==> config.mk <==
export PLATFORM = sky130hd
export DESIGN_NAME = mem_r_result
export DESIGN_NICKNAME = d
export VERILOG_FILES = /design/src/rtl/mem_r_result.sv
export SDC_FILE = /design/constraint.sdc
export NUM_CORES = 1
export LEC_CHECK = 0
export BUFFER_PORTS_ARGS = -buffer_cell sky130_fd_sc_hd__clkbuf_2
export CAP_MARGIN = 30
export CELL_PAD_IN_SITES_DETAIL_PLACEMENT = 1
export CELL_PAD_IN_SITES_GLOBAL_PLACEMENT = 1
export CORE_ASPECT_RATIO = 1.2
export CORE_UTILIZATION = 45
export CTS_CLUSTER_DIAMETER = 120
export DETAILED_ROUTE_END_ITERATION = 8
export GPL_TIMING_DRIVEN = 0
export PLACE_DENSITY_LB_ADDON = 0.1
export SLEW_MARGIN = 20
export SYNTH_ARGS = -nofsm -noshare
export SYNTH_HDL_FRONTEND = slang
export SYNTH_SLANG_ARGS = --single-unit
==> constraint.sdc <==
create_clock -name clk -period 6.6 [get_ports clk]
set_input_delay 0.33 -clock clk [delete_from_list [all_inputs] [get_ports clk]]
set_output_delay 0.33 -clock clk [all_outputs]
set_load 0.05 [all_outputs]
==> src/rtl/mem_r_result.sv <==
// Capture buffer for one frame of FFT results: streamed writes at incrementing
// addresses, Inf/NaN tally, sticky overrun flag and a registered read port.
module mem_r_result #(
  parameter int DATA_WIDTH = 32,
  parameter int ADDR_WIDTH = 12,
  parameter int FRAME_LEN  = 9
) (
  input  logic                  clk,
  input  logic                  rst,
  input  logic                  start,
  input  logic                  in_valid,
  input  logic [DATA_WIDTH-1:0] in_data,
  output logic                  in_ready,
  output logic                  done,
  output logic [ADDR_WIDTH:0]   count,
  output logic [ADDR_WIDTH:0]   nan_cnt,
  output logic                  overrun,
  input  logic [ADDR_WIDTH-1:0] rd_addr,
  output logic [DATA_WIDTH-1:0] rd_data
);

  localparam int IDX_W = (FRAME_LEN > 1) ? $clog2(FRAME_LEN) : 1;
  localparam int DEPTH = 2 ** IDX_W;
  localparam logic [ADDR_WIDTH:0] LAST = (ADDR_WIDTH + 1)'(FRAME_LEN - 1);
  localparam logic [ADDR_WIDTH:0] LEN  = (ADDR_WIDTH + 1)'(FRAME_LEN);

  typedef enum logic [1:0] {
    S_IDLE,
    S_CAPTURE,
    S_DONE
  } state_t;

  state_t state, state_nxt;

  logic [DATA_WIDTH-1:0] mem [DEPTH];
  logic                  xfer;
  logic                  is_nan;
  logic                  rd_in_range;
  logic [IDX_W-1:0]      wr_idx;
  logic [IDX_W-1:0]      rd_idx;

  // A start in the same cycle as a transfer discards that transfer.
  always_comb begin
    state_nxt = state;
    in_ready  = (state == S_CAPTURE);
    done      = (state == S_DONE);
    xfer      = in_valid & in_ready & ~start;
    if (start)
      state_nxt = S_CAPTURE;
    else if (xfer && (count == LAST))
      state_nxt = S_DONE;
  end

  assign is_nan      = (in_data[30:23] == 8'hFF);
  assign wr_idx      = count[IDX_W-1:0];
  assign rd_idx      = rd_addr[IDX_W-1:0];
  assign rd_in_range = ({1'b0, rd_addr} < LEN);

  always_ff @(posedge clk or posedge rst) begin
    if (rst) begin
      state   <= S_IDLE;
      count   <= '0;
      nan_cnt <= '0;
      overrun <= 1'b0;
    end else begin
      state <= state_nxt;
      if (start) begin
        count   <= '0;
        nan_cnt <= '0;
        overrun <= 1'b0;
      end else begin
        if (xfer) begin
          count <= count + 1'b1;
          if (is_nan)
            nan_cnt <= nan_cnt + 1'b1;
        end
        if (in_valid && !in_ready)
          overrun <= 1'b1;
      end
    end
  end

  // Storage is deliberately left out of reset.
  always_ff @(posedge clk) begin
    if (xfer)
      mem[wr_idx] <= in_data;
  end

  always_ff @(posedge clk or posedge rst) begin
    if (rst)
      rd_data <= '0;
    else
      rd_data <= rd_in_range ? mem[rd_idx] : '0;
  end

endmodule

# After elaboration in Yosys (flattened, before gate mapping)
# Memory sizes are Yosys's and may differ from the RTL's.
# Cells that the tools add are included.
# Widths: inputs -> output; s select.
# totals
ff_bits	61
ram_bits	512
n_memories	1
output_inout_bits	61
rom_bits	0
latch_bits	0
elab_cells	36
# op_classes
order_cmp	1
bitwise_logic	3
reduce_logical	8
muxes	12
mul	0
n_shift	0
n_addsub	2
div_mod_pow	0
n_eq_ne	4
# memory_table
name	depth	width	read_ports	rd_ports_with_merged_regs	write_ports	line	source
mem	16	32	1	0	1	35	logic [DATA_WIDTH-1:0] mem [DEPTH];
# op_table
cell	n
$mux 13	5
$mux 32	1
$add 13x1->13 const B	2
$eq 13x4->1 const B	1
$lt 12x4->1 const B	1
$eq 8x8->1 const B	1
$reduce_bool 2->1	4
$mux 1	4
$mux 2	2
$and 1x1->1	2
$eq 2x1->1 const B	1
$eq 2x2->1 const B	1
$logic_and 1x1->1	2
$reduce_and 2->1	1
$logic_not 1->1	1
$not 1->1	1

# Longest topological paths before layout
# Gate-level depths: netlist of run 1.
# logic_depth
depth_word	6
ltp_mapped	7

# Worst setup path before layout of run 1
# No wires, ideal clock.
# synth_timing
kind	flip-flop to flip-flop
start	register count[3]
end	memory mem[15][0], enable pin
stages_incl_launch_ff	4
setup_slack_ns	2.665
period_less_slack_ns	3.935
required_time_ns	6.139
arrival_ns	3.474
cell_sequence	dfrtp_1 clkbuf_1 nand2_1 nor3_1
# synth_lines
item	line	source
from (decl)	15	output logic [ADDR_WIDTH:0] count,
from (signal assigned)	73	count <= count + 1'b1;
to (decl)	35	
# Straight into the memory's write port.

# Final worst setup path of run 1
# layout_timing
start	register count[3]
end	memory mem[15][3], enable pin
# Straight into the memory's write port.

==> results of run 1 <==
final timing paths:
path	slack [ns]	cells past startpoint	end
min reg2reg	0.50	2	overrun$_DFFE_PP0P_
max	3.56	6	mem[15][3]$_DFFE_PP_
min	0.12	1	mem[8][22]$_DFFE_PP_
min in group asynchronous	0.27	3	rd_data[27]$_DFF_PP0_
max reg2reg	3.56	6	mem[15][3]$_DFFE_PP_
max in group asynchronous	5.75	4	count[5]$_DFFE_PP0P_
power by group through the flow:
stage | sequential [uW] | clock [uW] | combinational (uW)
after floorplan | 4060 | 0 | 172
after global placement | 4060 | 0 | 298
after detailed placement | 4050 | 0 | 321
after CTS | 3980 | 3240 | 323
after global routing | 3980 | 3360 | 341
final | 3980 | 3180 | 315
worst reg2reg max path: stages (launching register included):
cell,delay [ns]
dfrtp_1,0.39
clkbuf_1,0.44
nand2_1,0.48
nor3_2,0.75
buf_6,0.24
buf_4,0.21
buf_4,0.22
through the flow:
stage          hold slack (ns)  worst slack [ns]  instance area, um2  total power, uW
5_1_grt                 0.1288             3.459               25810             7676
6_report                0.1173             3.565               25810             7470
4_1_cts                0.09151             3.578               25790             7542
2_1_floorplan           0.4289             2.665               21780             4231
3_5_place_dp            0.3537             3.586               23960             4375
3_3_place_gp            0.4788           -0.3430               23080             4354
registers in the layout, indices dropped and copies added, names as in the netlist:
name	count
count	13
mem	512
nan_cnt	13
rd_data	32
state	2
overrun	1
logic make-up (layout without fill, tap and decap cells):
logic type	after synthesis	count (layout)	synth area share
buffers and inverters	56	319	0.01086
other	0	1	0
AO/OA/AOI/OAI	71	71	0.02039
flip-flops	573	573	0.7760
multiplexers	186	186	0.1573
AND/OR/NAND/NOR	112	112	0.02780
adder cells (fa/ha/maj)	5	5	0.002872
XOR/XNOR	12	12	0.004825
layout by cell type, fill, tap and decap left out, drive strengths merged, types with 2 or more instances in the layout:
cell        n
a21oi      19
o21ai       4
a22oi      10
xnor2       7
clkbuf    194
or3         3
and4        3
o22ai      27
nand3      10
nand2      15
ha          5
nor4        5
dfrtp      61
mux2i      61
o31ai       8
clkinvlp    3
nand2b      3
xor2        5
mux4      125
buf        81
nor2b       4
and3        2
nor3        9
nor2       32
edfxtp    512
nand3b      3
nand4       8
bufinv      4
clkinv     26
inv        10
or4        11
repair_timing:
| item | 4_1_cts | 5_1_grt |
|---|---|---|
| setup buffers | 0 | 0 |
| hold endpoints to repair | 24 | 0 |
| hold buffers | 1 | 0 |
layout make-up:
| class | instances | area, um2 |
|---|---|---|
| multi-input cells | 386 | 4751 |
| flip-flops and latches | 573 | 16900 |
| inverters | 9 | 36.28 |
| diodes | 1 | 2.502 |
| repair buffers | 158 | 1314 |
| fillers | 4151 | 21540 |
| plain buffers | 47 | 202.7 |
| well taps | 623 | 779.5 |
| clock inverters | 34 | 296.5 |
| clock buffers | 71 | 1529 |
layer usage:
layer / GRT usage / part of all wire / vias to the layer above
li1: - / - / 4652
met1: 0.3046 / 0.43 / 5967
met2: 0.3787 / 0.51 / 246
met3: 0.03665 / 0.043 / 69
met4: 0.05153 / 0.018 / 0
met5: 0 / 0 / -
==> flow_summary.yaml, run 1 <==
placement:
  dp.cells: 1794
  port_buffers: 104
  gp_congestion: 0.7094
  dp_hpwl_um: 34810
global_route:
  grt_max_degree: 38
  antenna_found_initial: 0
  track_usage: 0.2237
  grt_pass1_wl_um: 79550
  grt_overflow: 0
  grt_pass1_vias: 12030
yosys:
  avgSynthCellArea_um2: 21.46
  synthArstFlopShare: 0.1065
  syn_nets: 1068
  synthFlopType: "edfxtp_1"
  synthTopCellsByCount: "edfxtp_1, mux4_2, dfrtp_1, mux2i_1, nor2_1"
  synth_cells: 1015
  synth_warnings: 0
  synth-edff-count: 512
  ys_seq_elements: 573
  yosysMostFrequentCell: "edfxtp_1"
  synth_top_cell_area_share: 0.7059
  netlist_area_um2: 21780
  yosys.cell_types.count: 39
  yosys-top-cells-area: "edfxtp_1, mux4_2, dfrtp_1"
  yosysTopAreaCell: "edfxtp_1"
  synth_seq_area_share: 0.7760
clock_network:
  cts_tree: "built"
  clock_latency_ns: 0.62
  cts_buffers: 57
  ctsLongestPathBuffers: 3
  htreeDepth: 2
  cts_root_buf: "clkbuf_16"
  clock-sinks: 573
  clkTransAtPathRegs_ns: 0.06
  cts_resized: 0
setup_path:
  path_cells: "clkbuf_1 -> nand2_1 -> nor3_2 -> buf_6 -> buf_4 -> buf_4"
  startpoint_type: "flop"
  worstPathRequired_ns: 6.91
  crit_slowest_cell: "nor3_2"
  critPathBufInv: 4
  crit_type: "reg2reg"
  cp_common_cell: "buf_4"
  cp-end-kind: "flop"
  arrival_ns: 3.35
  crit_start: "count[3]$_DFFE_PP0P_"
  cpPeakStageDelay_ns: 0.75
  path_delay_family: "simple AND/OR/NAND/NOR gates"
  r2r_start: "count[3]$_DFFE_PP0P_"
  path_max_fanout: 10
hold_path:
  hold_start: "in_data[22]"
  hold_class: "in2reg"
drt:
  firstDrtPassIters: 5
  avgRoutedWirePerCell_um: 28.04
  via_per_inst: 5.749
  drtIter0Drc: 716
  drc: 0
  ant_nets: 0
  finalWirelength_um: 53340
  num_vias: 10930
power_and_ir_drop:
  power.switching_uw: 1577
  seqPwrFrac: 0.532
  power_density_nw_per_um2: 289.4
  p_sw_frac: 0.2111
  clockPowerShare: 0.425
  p_leak_uw: 0.008801
  vdd_drop_max_v: 0.0001963
  pwr-share-comb: 0.042
  intPower_uw: 5893
die:
  die_w_um: 202.8
  dieArea_um2: 49290
  die_h_um: 243
  start_util: 0.4600
  core-area_um2: 47350
  row_count: 87
  ioPinCount: 109
cells_and_area:
  post-route-util: 0.5451
  final_cells: 1902
  syn2layout_area_growth_pct: 18.51
  nets: 1285
  drive_gt1_frac: 0.3200
timing:
  min_period_ns: 3.035
  final-hold-violation-count: 0
  tightest_slew_ns: 0.9317
  fin_tns_setup_ns: 0
  maxSlewHeadroom: 0.3789
  max_freq_ghz: 0.3294
  setup_violations: 0
  finalCritPeriodShare: 0.4599
  grt_setup_unrepaired: "no"
  fin_worst_skew_ns: 0.01786
  slew_violations: 0
job:
  drv_cap: 0
status:
  outcome: "completed"
Power figures use the tool's default switching activity.
==> run 2: changes to the inputs <==
clock period = 2.7 ns   (was 6.6 ns; I/O delays follow)
==> run 2 against run 1 <==
Sequential share of layout area decreased by 0.87 points. Total power grew 150%. Sequential cell count is the same. Register-to-register slack lost 3.5 ns. Clock-buffer cell count grew 8. Combinational power increased to 2.5 times the previous value. Sequential power increased by 140%. Clock power increased to 2.5 times the previous value. Critical path type unchanged. Largest cell class unchanged. Highest routed layer unchanged.
==> flow_summary.yaml, run 2 (synthesis gave the netlist of run 1 again) <==
drt:
  drtIter0Drc: 706
  finalWirelength_um: 52140
  via_per_inst: 5.680
  avgRoutedWirePerCell_um: 27.24
  drc: 0
  firstDrtPassIters: 5
  ant_nets: 0
  num_vias: 10870
setup_path:
  crit_path_end: "mem[15][4]$_DFFE_PP_"
  reg2reg_depth: 4
  arrival_ns: 2.95
  r2r_slack_ns: 0.06
  crit_start: "count[2]$_DFFE_PP0P_"
  startpoint_type: "flop"
  r2r_start: "count[2]$_DFFE_PP0P_"
  worstPathRequired_ns: 3.01
  r2r_end: "mem[15][4]$_DFFE_PP_"
  cp-end-kind: "flop"
  path_max_fanout: 11
  crit_type: "reg2reg"
global_route:
  gr-usage-met3: 0.02967
  grt_max_degree: 35
  track_usage: 0.2188
  gr-usage-met1: 0.2941
  antenna_found_initial: 0
  grt_overflow: 0
  grt_pass1_vias: 11820
  grtUsageMet2: 0.3752
  top_usage_layer: "met2"
  grt_pass1_wl_um: 77760
power_and_ir_drop:
  p_leak_uw: 0.008875
  vdd_drop_max_v: 0.0004290
  fin_total_pwr_uw: 18550
  power_density_nw_per_um2: 709.2
timing:
  fin_worst_skew_ns: 0.02381
  setup_violations: 0
  max_freq_ghz: 0.3794
  maxSlewHeadroom: 0.3359
  grt_setup_unrepaired: "no"
  finalCritPeriodShare: 0.9762
  final-hold-violation-count: 0
  slew_violations: 0
  min_period_ns: 2.636
  tightest_slew_ns: 0.9961
  fin_tns_setup_ns: 0
status:
  outcome: "completed"
clock_network:
  clkTransAtPathRegs_ns: 0.06
  cts_tree: "built"
  cts_root_buf: "clkbuf_16"
  cts_buffers: 56
  ctsLongestPathBuffers: 3
  clock-sinks: 573
  clock_latency_ns: 0.61
  htreeDepth: 2
cells_and_area:
  top_regs: "mem x512, rd_data x32"
  drive_gt1_frac: 0.3083
  layout_common_cells: "edfxtp_1, mux4_2, clkbuf_2"
  nets: 1299
  largest-register: "mem"
  final_common_cell: "edfxtp_1"
  antenna_cells: 0
  largest_reg_flops: 512
  syn2layout_area_growth_pct: 20.11
die:
  die_h_um: 243
  core-area_um2: 47350
  start_util: 0.4600
  ioPinCount: 109
  row_count: 87
  die_w_um: 202.8
  dieArea_um2: 49290
job:
  drv_cap: 0
placement:
  gp_congestion: 0.7239
  port_buffers: 104
  dp_hpwl_um: 33680
hold_path:
  hold_class: "in2reg"
==> run 2: report_power, final <==
part	switching, uW	total (uW)	leakage (uW)	internal, uW
registers	15.4	9720	0.00546	9710
logic	469	796	0.00249	327
clock network	3300	8030	0.000922	4730
==> run 2: routing by layer <==
layer,up-vias,share of wire
met5,-,0
met4,0,0.019
met3,73,0.037
met2,213,0.52
met1,5893,0.43
li1,4693,-
==> run 2: worst min path at each step <==
stage,startpoint,endpoint,slack [ns],cells past startpoint
6_report,in_data[23],mem[15][23]$_DFFE_PP_,0.04,1
5_1_grt,in_data[23],mem[15][23]$_DFFE_PP_,0.03,1
3_3_place_gp,overrun$_DFFE_PP0P_,overrun$_DFFE_PP0P_,0.49,2
3_5_place_dp,rst,nan_cnt[6]$_DFFE_PP0P_,0.20,2
2_1_floorplan,in_data[0],mem[0][0]$_DFFE_PP_,0.23,0
4_1_cts,in_data[23],mem[3][23]$_DFFE_PP_,0.002,1
==> run 2: layout make-up <==
type                            count  area (um2)
Sequential cell                   573       16900
Inverter                            9       36.28
Timing Repair Buffer              174        1553
Clock inverter                     24       299.0
Clock buffer                       79        1609
Fill cell                        4159       21190
Multi-Input combinational cell    386        4782
Tap cell                          623       779.5
Buffer                             46       201.4
==> run 2: metrics by stage <==
step           setup WS [ns]  hold WS, ns    util  area (um2)  instances
6_report             0.06436      0.03515  0.5525       26160       1914
4_1_cts             0.002656     0.001509  0.5515       26120       1911
3_3_place_gp          -2.362       0.4881  0.4885       23130       1742
3_5_place_dp         -0.2527       0.1951  0.5045       23890       1777
2_1_floorplan        -0.5143       0.2339       -       21830       1015
5_1_grt             0.008631      0.03252  0.5525       26160       1914
==> run 2: repair_timing <==
action,CTS,global route
resized for setup,1,0
pin swaps,0,1
endpoints found under the setup margin,91,15
endpoints found under the hold margin,521,0
hold buffers,32,0
buffers inserted,0,1
==> run 2: worst max-delay path, cell delays in order (launching register included) <==
cell and delay [ns]:
dfrtp_1 0.77, nand2_1 0.51, nor3_4 0.63, buf_8 0.25
buf_16 0.16
